### src/rtl/kanagawa_sim_sink_pkg.sv
// Shared types and sizing helpers for the valid/stall-to-mailbox simulation sink.
package kanagawa_sim_sink_pkg;

    // Back-pressure injection policy applied on top of the FIFO threshold stall.
    typedef enum logic [0:0] {
        STALL_NONE   = 1'b0,
        STALL_RANDOM = 1'b1
    } stall_policy_e;

    // An all-zero LFSR would lock up, so a zero seed selects this value instead.
    localparam logic [15:0] LFSR_DEFAULT_SEED = 16'hACE1;

    // Skid slots needed so that every in-flight item fits once stall is raised.
    function automatic int unsigned fifo_depth(input int unsigned lat, input int unsigned extra);
        return lat + 2 + extra;
    endfunction

    // Width of a counter that must represent 0..fifo_depth inclusive.
    function automatic int unsigned occ_width(input int unsigned lat, input int unsigned extra);
        return $clog2(fifo_depth(lat, extra) + 1);
    endfunction

    // Pointer width for a circular buffer; never narrower than one bit.
    function automatic int unsigned ptr_width(input int unsigned entries);
        return (entries <= 2) ? 1 : $clog2(entries);
    endfunction

endpackage

### src/rtl/kanagawa_sim_skid_fifo.sv
// Skid FIFO for the valid/stall sink. Writes are unconditional (upstream does
// not wait for ready); an item arriving while full with no drain is dropped and
// the sticky overflow flag is raised. When empty and the consumer has room the
// incoming item is forwarded in the same cycle.
module kanagawa_sim_skid_fifo
    import kanagawa_sim_sink_pkg::*;
#(
    parameter int unsigned WIDTH               = 8,
    parameter int unsigned STALL_VALID_LATENCY = 0,
    parameter int unsigned EXTRA_DEPTH         = 0,
    localparam int unsigned FIFO_DEPTH = fifo_depth(STALL_VALID_LATENCY, EXTRA_DEPTH),
    localparam int unsigned OCC_W      = occ_width(STALL_VALID_LATENCY, EXTRA_DEPTH),
    localparam int unsigned PTR_W      = ptr_width(FIFO_DEPTH)
) (
    input  logic             clk,
    input  logic             rst_n,
    input  logic             wr_en,
    input  logic [WIDTH-1:0] wr_data,
    input  logic             room,
    output logic             drain,
    output logic [WIDTH-1:0] head_data,
    output logic [OCC_W-1:0] count,
    output logic             above_threshold,
    output logic             overflow
);

    logic [WIDTH-1:0] mem [FIFO_DEPTH];
    logic [PTR_W-1:0] wr_ptr;
    logic [PTR_W-1:0] rd_ptr;
    logic             empty;
    logic             full;
    logic             push;
    logic             drop;

    assign empty = (count == '0);
    assign full  = (count == OCC_W'(FIFO_DEPTH));

    // A drain frees a slot in the same cycle, so a write into a full FIFO is
    // only lost when nothing leaves.
    assign drain = room & (~empty | wr_en);
    assign push  = wr_en & (~full | drain);
    assign drop  = wr_en & full & ~drain;

    // With an empty FIFO rd_ptr == wr_ptr, so the bypass item is both written
    // and consumed and the pointers stay aligned.
    assign head_data       = empty ? wr_data : mem[rd_ptr];
    assign above_threshold = (count >= OCC_W'(1 + EXTRA_DEPTH));

    function automatic logic [PTR_W-1:0] next_ptr(input logic [PTR_W-1:0] p);
        return (p == PTR_W'(FIFO_DEPTH - 1)) ? '0 : p + 1'b1;
    endfunction

    // Storage array: no reset, contents are qualified by count.
    always_ff @(posedge clk) begin
        if (push) begin
            mem[wr_ptr] <= wr_data;
        end
    end

    // Pointers, occupancy count and sticky overflow flag.
    always_ff @(posedge clk or negedge rst_n) begin
        if (!rst_n) begin
            wr_ptr   <= '0;
            rd_ptr   <= '0;
            count    <= '0;
            overflow <= 1'b0;
        end else begin
            if (push) begin
                wr_ptr <= next_ptr(wr_ptr);
            end
            if (drain) begin
                rd_ptr <= next_ptr(rd_ptr);
            end
            count <= count + OCC_W'(push) - OCC_W'(drain);
            if (drop) begin
                overflow <= 1'b1;
            end
        end
    end

endmodule

### src/rtl/kanagawa_sim_valid_stall_to_mailbox.sv
// Valid/stall sink that lands items in a readable mailbox.
// Upstream honours stall_out only STALL_VALID_LATENCY cycles late; the skid FIFO
// absorbs the items still in flight and a drain stage moves one item per cycle
// into the mailbox. The mailbox is read through mb_get (pop head when mb_valid),
// mb_clear (empty it) and mb_num (current item count).
// DEPTH=0 means "unlimited": the mailbox is sized to UNLIMITED_CAP entries.
// With CLEAR_ON_RESET=0 the mailbox ignores reset and must be emptied once with
// mb_clear before first use.
// Optional checks: define KANAGAWA_SIM_SINK_PROTOCOL_CHECK_EN to flag X/Z on the
// input interface, stop on overflow and report item totals at end of simulation.
module kanagawa_sim_valid_stall_to_mailbox
    import kanagawa_sim_sink_pkg::*;
#(
    parameter int unsigned   WIDTH               = 8,
    parameter int unsigned   DEPTH               = 0,
    parameter int unsigned   STALL_VALID_LATENCY = 0,
    parameter int unsigned   EXTRA_DEPTH         = 0,
    parameter bit            CLEAR_ON_RESET      = 1'b1,
    parameter stall_policy_e STALL_POLICY        = STALL_NONE,
    parameter int unsigned   STALLER_SEED        = 0,
    parameter int unsigned   UNLIMITED_CAP       = 64,
    localparam int unsigned FIFO_DEPTH = fifo_depth(STALL_VALID_LATENCY, EXTRA_DEPTH),
    localparam int unsigned OCC_W      = occ_width(STALL_VALID_LATENCY, EXTRA_DEPTH),
    localparam int unsigned MB_CAP     = (DEPTH == 0) ? UNLIMITED_CAP : DEPTH,
    localparam int unsigned MB_PTR_W   = ptr_width(MB_CAP),
    localparam int unsigned MB_CNT_W   = $clog2(MB_CAP + 1)
) (
    input  logic                clk,
    input  logic                rst_n,
    input  logic                valid_in,
    input  logic [WIDTH-1:0]    data_in,
    output logic                stall_out,
    output logic [OCC_W-1:0]    occupancy_out,
    output logic                overflow_out,
    input  logic                mb_get,
    input  logic                mb_clear,
    output logic                mb_valid,
    output logic [WIDTH-1:0]    mb_data,
    output logic [MB_CNT_W-1:0] mb_num
);

    localparam logic [15:0] SEED_INIT = (STALLER_SEED == 0) ? LFSR_DEFAULT_SEED
                                                            : 16'(STALLER_SEED);

    logic [1:0]  rst_sync;
    logic        rst_int_n;
    logic        mb_rst_n;
    logic        wr_en;
    logic        mb_room;
    logic        mb_pop;
    logic        fifo_drain;
    logic [WIDTH-1:0] fifo_head;
    logic        above_threshold;
    logic [15:0] lfsr;
    logic        lfsr_fb;
    logic        policy_stall;

    logic [WIDTH-1:0]    mb_mem [MB_CAP];
    logic [MB_PTR_W-1:0] mb_wr_ptr;
    logic [MB_PTR_W-1:0] mb_rd_ptr;
    logic [MB_CNT_W-1:0] mb_count;

    // Reset asserts asynchronously and releases two clocks after rst_n rises.
    always_ff @(posedge clk or negedge rst_n) begin
        if (!rst_n) begin
            rst_sync <= 2'b00;
        end else begin
            rst_sync <= {rst_sync[0], 1'b1};
        end
    end

    assign rst_int_n = rst_sync[1];
    assign mb_rst_n  = CLEAR_ON_RESET ? rst_int_n : 1'b1;

    // Items presented while reset is active are ignored.
    assign wr_en = valid_in & rst_int_n;

    // Drain is gated only by mailbox space, never by the policy stall.
    assign mb_room = rst_int_n & ~mb_clear & (mb_count < MB_CNT_W'(MB_CAP));
    assign mb_pop  = mb_get & ~mb_clear & (mb_count != '0);

    kanagawa_sim_skid_fifo #(
        .WIDTH               (WIDTH),
        .STALL_VALID_LATENCY (STALL_VALID_LATENCY),
        .EXTRA_DEPTH         (EXTRA_DEPTH)
    ) u_skid_fifo (
        .clk             (clk),
        .rst_n           (rst_int_n),
        .wr_en           (wr_en),
        .wr_data         (data_in),
        .room            (mb_room),
        .drain           (fifo_drain),
        .head_data       (fifo_head),
        .count           (occupancy_out),
        .above_threshold (above_threshold),
        .overflow        (overflow_out)
    );

    // Galois-free Fibonacci LFSR (taps 16,14,13,11); with the random policy it
    // requests a stall cycle roughly one time in four.
    assign lfsr_fb = lfsr[15] ^ lfsr[13] ^ lfsr[12] ^ lfsr[10];

    always_ff @(posedge clk or negedge rst_int_n) begin
        if (!rst_int_n) begin
            lfsr         <= SEED_INIT;
            policy_stall <= 1'b0;
        end else begin
            lfsr         <= {lfsr[14:0], lfsr_fb};
            policy_stall <= (STALL_POLICY == STALL_RANDOM) && (lfsr[1:0] == 2'b00);
        end
    end

    // Stall is built from registered state only; it reads 1 throughout reset.
    assign stall_out = ~rst_int_n | policy_stall | above_threshold;

    // Mailbox storage: written by the drain stage, contents qualified by mb_count.
    always_ff @(posedge clk) begin
        if (fifo_drain) begin
            mb_mem[mb_wr_ptr] <= fifo_head;
        end
    end

    // Mailbox pointers and count; mb_clear takes priority over drain and get.
    always_ff @(posedge clk or negedge mb_rst_n) begin
        if (!mb_rst_n) begin
            mb_wr_ptr <= '0;
            mb_rd_ptr <= '0;
            mb_count  <= '0;
        end else if (mb_clear) begin
            mb_wr_ptr <= '0;
            mb_rd_ptr <= '0;
            mb_count  <= '0;
        end else begin
            if (fifo_drain) begin
                mb_wr_ptr <= (mb_wr_ptr == MB_PTR_W'(MB_CAP - 1)) ? '0 : mb_wr_ptr + 1'b1;
            end
            if (mb_pop) begin
                mb_rd_ptr <= (mb_rd_ptr == MB_PTR_W'(MB_CAP - 1)) ? '0 : mb_rd_ptr + 1'b1;
            end
            mb_count <= mb_count + MB_CNT_W'(fifo_drain) - MB_CNT_W'(mb_pop);
        end
    end

    assign mb_valid = (mb_count != '0);
    assign mb_data  = mb_mem[mb_rd_ptr];
    assign mb_num   = mb_count;

`ifdef KANAGAWA_SIM_SINK_PROTOCOL_CHECK_EN
    int unsigned n_accepted;
    int unsigned n_drained;
    logic        fifo_drop;

    assign fifo_drop = wr_en & (occupancy_out == OCC_W'(FIFO_DEPTH)) & ~fifo_drain;

    // Interface sanity checks and item accounting while out of reset.
    always_ff @(posedge clk or negedge rst_int_n) begin
        if (!rst_int_n) begin
            n_accepted <= 0;
            n_drained  <= 0;
        end else begin
            if ($isunknown(valid_in)) begin
                $error("kanagawa_sim_valid_stall_to_mailbox: valid_in is X/Z");
            end else if (valid_in && $isunknown(data_in)) begin
                $error("kanagawa_sim_valid_stall_to_mailbox: data_in is X/Z with valid_in=1");
            end
            if (fifo_drop) begin
                $fatal(1, "kanagawa_sim_valid_stall_to_mailbox: item dropped, skid FIFO overflow");
            end
            if (wr_en && !fifo_drop) begin
                n_accepted <= n_accepted + 1;
            end
            if (fifo_drain) begin
                n_drained <= n_drained + 1;
            end
        end
    end

    final begin
        $display("kanagawa_sim_valid_stall_to_mailbox: %0d items accepted, %0d drained",
                 n_accepted, n_drained);
    end
`endif

endmodule
### config.mk
export PLATFORM = sky130hd
export DESIGN_NAME = kanagawa_sim_valid_stall_to_mailbox
export DESIGN_NICKNAME = d
export VERILOG_FILES = /design/src/rtl/kanagawa_sim_sink_pkg.sv /design/src/rtl/kanagawa_sim_skid_fifo.sv /design/src/rtl/kanagawa_sim_valid_stall_to_mailbox.sv
export SDC_FILE = /design/constraint.sdc
export NUM_CORES = 1
export LEC_CHECK = 0
export ABC_CLOCK_PERIOD_IN_PS = 2600
export CORE_MARGIN = 1.5
export CORE_UTILIZATION = 60
export DETAILED_ROUTE_END_ITERATION = 7
export HOLD_SLACK_MARGIN = 0.12
export PLACE_DENSITY = 0.77
export SYNTH_ARGS = -nofsm -noshare
export SYNTH_HDL_FRONTEND = slang
export SYNTH_SLANG_ARGS = --single-unit
### constraint.sdc
create_clock -name clk -period 2.6 [get_ports clk]
set_input_delay 0.52 -clock clk [delete_from_list [all_inputs] [get_ports clk]]
set_output_delay 0.52 -clock clk [all_outputs]
set_load 0.005 [all_outputs]
==> summary.md <==
| Metric | Value |
|---|---|
| Antenna violations before repair | 0 |
| Net switching power | 7340 uW |
| Mean instance size in the synthesized netlist | 20.3 sq um |
| Core Util, Final | 74.6% |
| Crit Path Class | reg2out |
| 1st-pass router iterations | 5 |
| DRC violations left | 0 |
| Predominant post-synthesis flop cell | sky130_fd_sc_hd__edfxtp_1 |
| Violations in the final reports | setup timing |
| Netlist Area Pre-Place | 22,200 sq um |
| Ratio of cells with drive above 1 in the final layout | 38.5% |
| Fmax | 0.284 GHz |
| Part of the cycle the worst path needs | 135% |
| Estimated wirelength of the detail-placed design | 29,800 microns |
| Count of distinct cell types in the synthesized netlist | 44 |
| Share of power burned in registers | 43.6% |
| Post-route cell area | 27,200 sq um |
| Placer congestion estimate | 0.852 |
| Final-stage net count | 1,375 |
| Initial Utilization | 60.7% |
| Final min period | 3.52 ns |
| Library cell used as clock root buffer | sky130_fd_sc_hd__clkbuf_16 |
| Clock tree from TritonCTS | done |
| Power density normalized to cell area | 979 nW/um^2 |
| Leftover overflow at the end of global routing | 0 |
| Count of port buffers added during placement | 32 |
| Insertion delay to the later sink of the worst-skew pair | 0.62 ns |
| GRT Util Overall | 27.9% |
| Hold/Removal Path Class | reg2async |
| Sequential fraction of the synthesis area | 74.5% |
| Max-capacitance violation count | 0 |
| Setup total negative slack | -6.88 ns |
| Number of pins with negative max-slew slack in the final report | 0 |
| Post-Syn Instances | 1,091 |
| Placeable Area | 36,500 sq um |
| Share of synthesized flip-flops with an asynchronous set or reset | 4.69% |
| N_diodes | 0 |
| Warnings from Yosys | 0 |
| Status | finished, violations left |
| Combinational fraction of design power | 27.0% |
| Main area contributors after synthesis | sky130_fd_sc_hd__edfxtp_1 72%, sky130_fd_sc_hd__mux4_2 12%, sky130_fd_sc_hd__dfrtp_1 2.9% |
| Synth top area share | 71.5% |
| Internal Dissipation | 19,300 uW |
| Switching part of the total power | 27.5% |
| Unrepaired setup endpoints after global routing | true |
| Worst-Margin Slew | 1.02 ns |
| Maximum number of pins on one net before global-route repair | 65 |
| Number of top-level pins | 33 |
| Worst Clk Skew | 0.0267 ns |
| First-pass GRT wire length | 76,900 microns |
| Arrival time at the worst endpoint | 3.00 ns |
| Count of placed standard cells in the final layout, fillers left out | 1,855 |
| Routed via count | 11,900 |
| IR drop worst, VDD | 0.00161 V |
| Initial DRC Count | 1,271 |
| DIE WIDTH | 195 microns |
| Number of buffers added by the clock tree synthesis step | 54 |
| Critical path endpoint category | output port |
| Number of levels in the clock H-tree | 2 |
| Post-synthesis cell type with the largest combined area | sky130_fd_sc_hd__edfxtp_1 |
| Area post-placement | 24,400 sq um |
| Number of failing hold endpoints at the final stage | 0 |
| Part of the power in the clock network | 29.5% |
| Static leakage power | 0.00906 uW |
| Worst setup slack after layout | -0.922 ns |
| Via count of the first global-routing pass | 12,100 |
| Clock-pin slew on the worst setup and hold paths | 0.06 ns |
| Kind of start point of the critical path | flop |
| Overall die height | 195 microns |
| Routed via count divided by cell count | 6.43 |
| Total of flip-flops plus latches after synthesis | 554 |
| Final ANT Viol Nets | 0 |
| Critical Path RT | 2.08 ns |
| Mean routed wirelength per cell | 28.2 microns |
| Num Clock Sinks | 554 |
| Layout Area Growth over Synthesis | 22.9% |
| Post-synth net total | 1,118 |
| Maximum fanout along the worst path | 7 |
| Wirelength, routed | 52,400 microns |
| Max-slew headroom | 32.0% |
| Cell total after placement | 1,709 |
| Maximum root-to-sink buffer count | 3 |
| Overall die area | 38,100 sq um |
| Post-synth EDFFs | 528 |
| Number of endpoints failing setup at the final stage | 9 |
| Cell Rows | 70 |
[path summary, 6_finish.rpt]
kind | slack (ns) | cells after the start | to | start
worst min register to register | 0.30 | 1 | u_skid_fifo.rd_ptr | rst_sync[1]
worst max register to register | -0.14 | 16 | mb_num[6] | mb_num[5]
max in group asynchronous | 1.85 | 2 | rst_sync[1] | rst_n
min in group clk | 0.35 | 0 | rst_sync[1] | rst_sync[0]
worst max-delay path | -0.92 | 10 | mb_data[0] | mb_rd_ptr[0]
worst min-delay path | 0.30 | 1 | u_skid_fifo.rd_ptr | rst_sync[1]
[placed cells by master, fill, tap and decap left out, types with 6 or more instances in the layout]
cell	netlist	final
sky130_fd_sc_hd__o21ai_4	0	13
sky130_fd_sc_hd__dfrtp_1	26	22
sky130_fd_sc_hd__o21ai_2	0	8
sky130_fd_sc_hd__nand3_1	15	9
sky130_fd_sc_hd__clkbuf_1	14	8
sky130_fd_sc_hd__xnor2_1	8	8
sky130_fd_sc_hd__nand4_1	6	6
sky130_fd_sc_hd__buf_16	0	8
sky130_fd_sc_hd__a21oi_2	0	15
sky130_fd_sc_hd__clkbuf_16	0	56
sky130_fd_sc_hd__ha_1	13	9
sky130_fd_sc_hd__a211oi_2	0	7
sky130_fd_sc_hd__clkinv_1	1	17
sky130_fd_sc_hd__a21o_1	10	10
sky130_fd_sc_hd__mux2i_1	42	28
sky130_fd_sc_hd__buf_4	11	178
sky130_fd_sc_hd__nor2b_1	14	12
sky130_fd_sc_hd__mux2_4	0	6
sky130_fd_sc_hd__xor2_1	6	6
sky130_fd_sc_hd__inv_2	0	6
sky130_fd_sc_hd__inv_1	13	7
sky130_fd_sc_hd__nand2_1	22	22
sky130_fd_sc_hd__mux2i_4	0	7
sky130_fd_sc_hd__buf_6	12	10
sky130_fd_sc_hd__mux4_1	18	6
sky130_fd_sc_hd__o21ai_0	22	6
sky130_fd_sc_hd__buf_2	13	7
sky130_fd_sc_hd__nor2_1	88	87
sky130_fd_sc_hd__clkdlybuf4s50_1	0	23
sky130_fd_sc_hd__mux2i_2	0	7
sky130_fd_sc_hd__o221ai_1	8	8
sky130_fd_sc_hd__edfxtp_1	528	528
sky130_fd_sc_hd__mux4_2	118	130
sky130_fd_sc_hd__bufinv_16	0	8
sky130_fd_sc_hd__buf_12	0	23
[power groups by stage]
| stage | registers (uW) | clock network (uW) | logic (uW) |
|---|---|---|---|
| floorplan | 11800 | 0 | 3320 |
| global placement | 11800 | 0 | 5680 |
| detailed placement | 11800 | 0 | 5890 |
| CTS | 11600 | 7890 | 6790 |
| global route | 11600 | 8220 | 7610 |
| finish | 11600 | 7860 | 7190 |
[logic make-up after synthesis]
| family | count (synthesis) | share of synthesized area [%] |
|---|---|---|
| adders and majority gates | 14 | 0.824 |
| muxes | 186 | 16.4 |
| other | 1 | 0.0169 |
| and+or+nand+nor | 165 | 3.34 |
| xor gates and xnor gates | 14 | 0.553 |
| AOI/OAI and AO/OA | 85 | 2.37 |
| buffers and inverters | 72 | 1.99 |
| DFF | 554 | 74.5 |
[repair_timing]
| action | in CTS | in global routing |
|---|---|---|
| endpoints found under the setup margin | 11 | 13 |
| hold buffers | 1 | 0 |
| pin swaps | 28 | 25 |
| resized for setup | 134 | 38 |
| endpoints found under the hold margin | 2 | 0 |
| setup buffers | 30 | 16 |
| gates cloned | 8 | 1 |
[worst max-delay path: stages, from the launching register on]
cell                      delay, ns
sky130_fd_sc_hd__dfrtp_4       0.48
sky130_fd_sc_hd__buf_12        0.17
sky130_fd_sc_hd__buf_4         0.14
sky130_fd_sc_hd__mux4_2        0.54
sky130_fd_sc_hd__mux2i_4       0.21
sky130_fd_sc_hd__mux2_2        0.19
sky130_fd_sc_hd__o21ai_1       0.07
sky130_fd_sc_hd__buf_4         0.17
sky130_fd_sc_hd__a21oi_2       0.21
sky130_fd_sc_hd__o21ai_4       0.09
sky130_fd_sc_hd__buf_2         0.14
[through the flow]
step | hold slack (ns) | setup slack [ns] | total power [uW]
after global routing | 0.339 | -0.924 | 27500
after global placement | 0.298 | -0.690 | 17500
final | 0.298 | -0.922 | 26700
after floorplan | 0.217 | -0.0689 | 15100
after detailed placement | 0.306 | -0.708 | 17700
after CTS | 0.310 | -0.881 | 26300
[sequential cells by signal, indices dropped and copies added, names as in the netlist]
name / flops
mb_rd_ptr: 6
u_skid_fifo.count: 2
u_skid_fifo.overflow: 1
u_skid_fifo.wr_ptr: 1
mb_num: 7
mb_mem: 512
u_skid_fifo.mem: 16
mb_wr_ptr: 6
rst_sync: 2
u_skid_fifo.rd_ptr: 1
[metal layers]
layer | vias up | GRT usage (%) | share of wire (%)
met2 | 714 | 45.6 | 50
li1 | 4952 | - | -
met5 | - | 0 | 0
met1 | 6149 | 38.6 | 38
met4 | 0 | 10.1 | 3.2
met3 | 108 | 4.77 | 9.0
[synth_stat cells, drive strengths merged (10+ instances only)]
| cell | n |
|---|---|
| a21o | 10 |
| clkbuf | 14 |
| nand3 | 15 |
| nor2b | 14 |
| o21ai | 31 |
| mux4 | 136 |
| a21oi | 22 |
| inv | 13 |
| ha | 13 |
| nor2 | 88 |
| nand2 | 22 |
| buf | 44 |
| mux2i | 42 |
| dfrtp | 26 |
| edfxtp | 528 |
[layout make-up]
cell class                      count  area (sq um)
Inverter                           14          52.6
Multi-Input combinational cell    465          5710
Clock buffer                       63          1410
Clock inverter                     32           349
Fill cell                        1936          9290
Timing Repair Buffer              259          2610
Sequential cell                   554         16500
Tap cell                          468           586
Note: power is estimated with default switching activity, not from simulation.
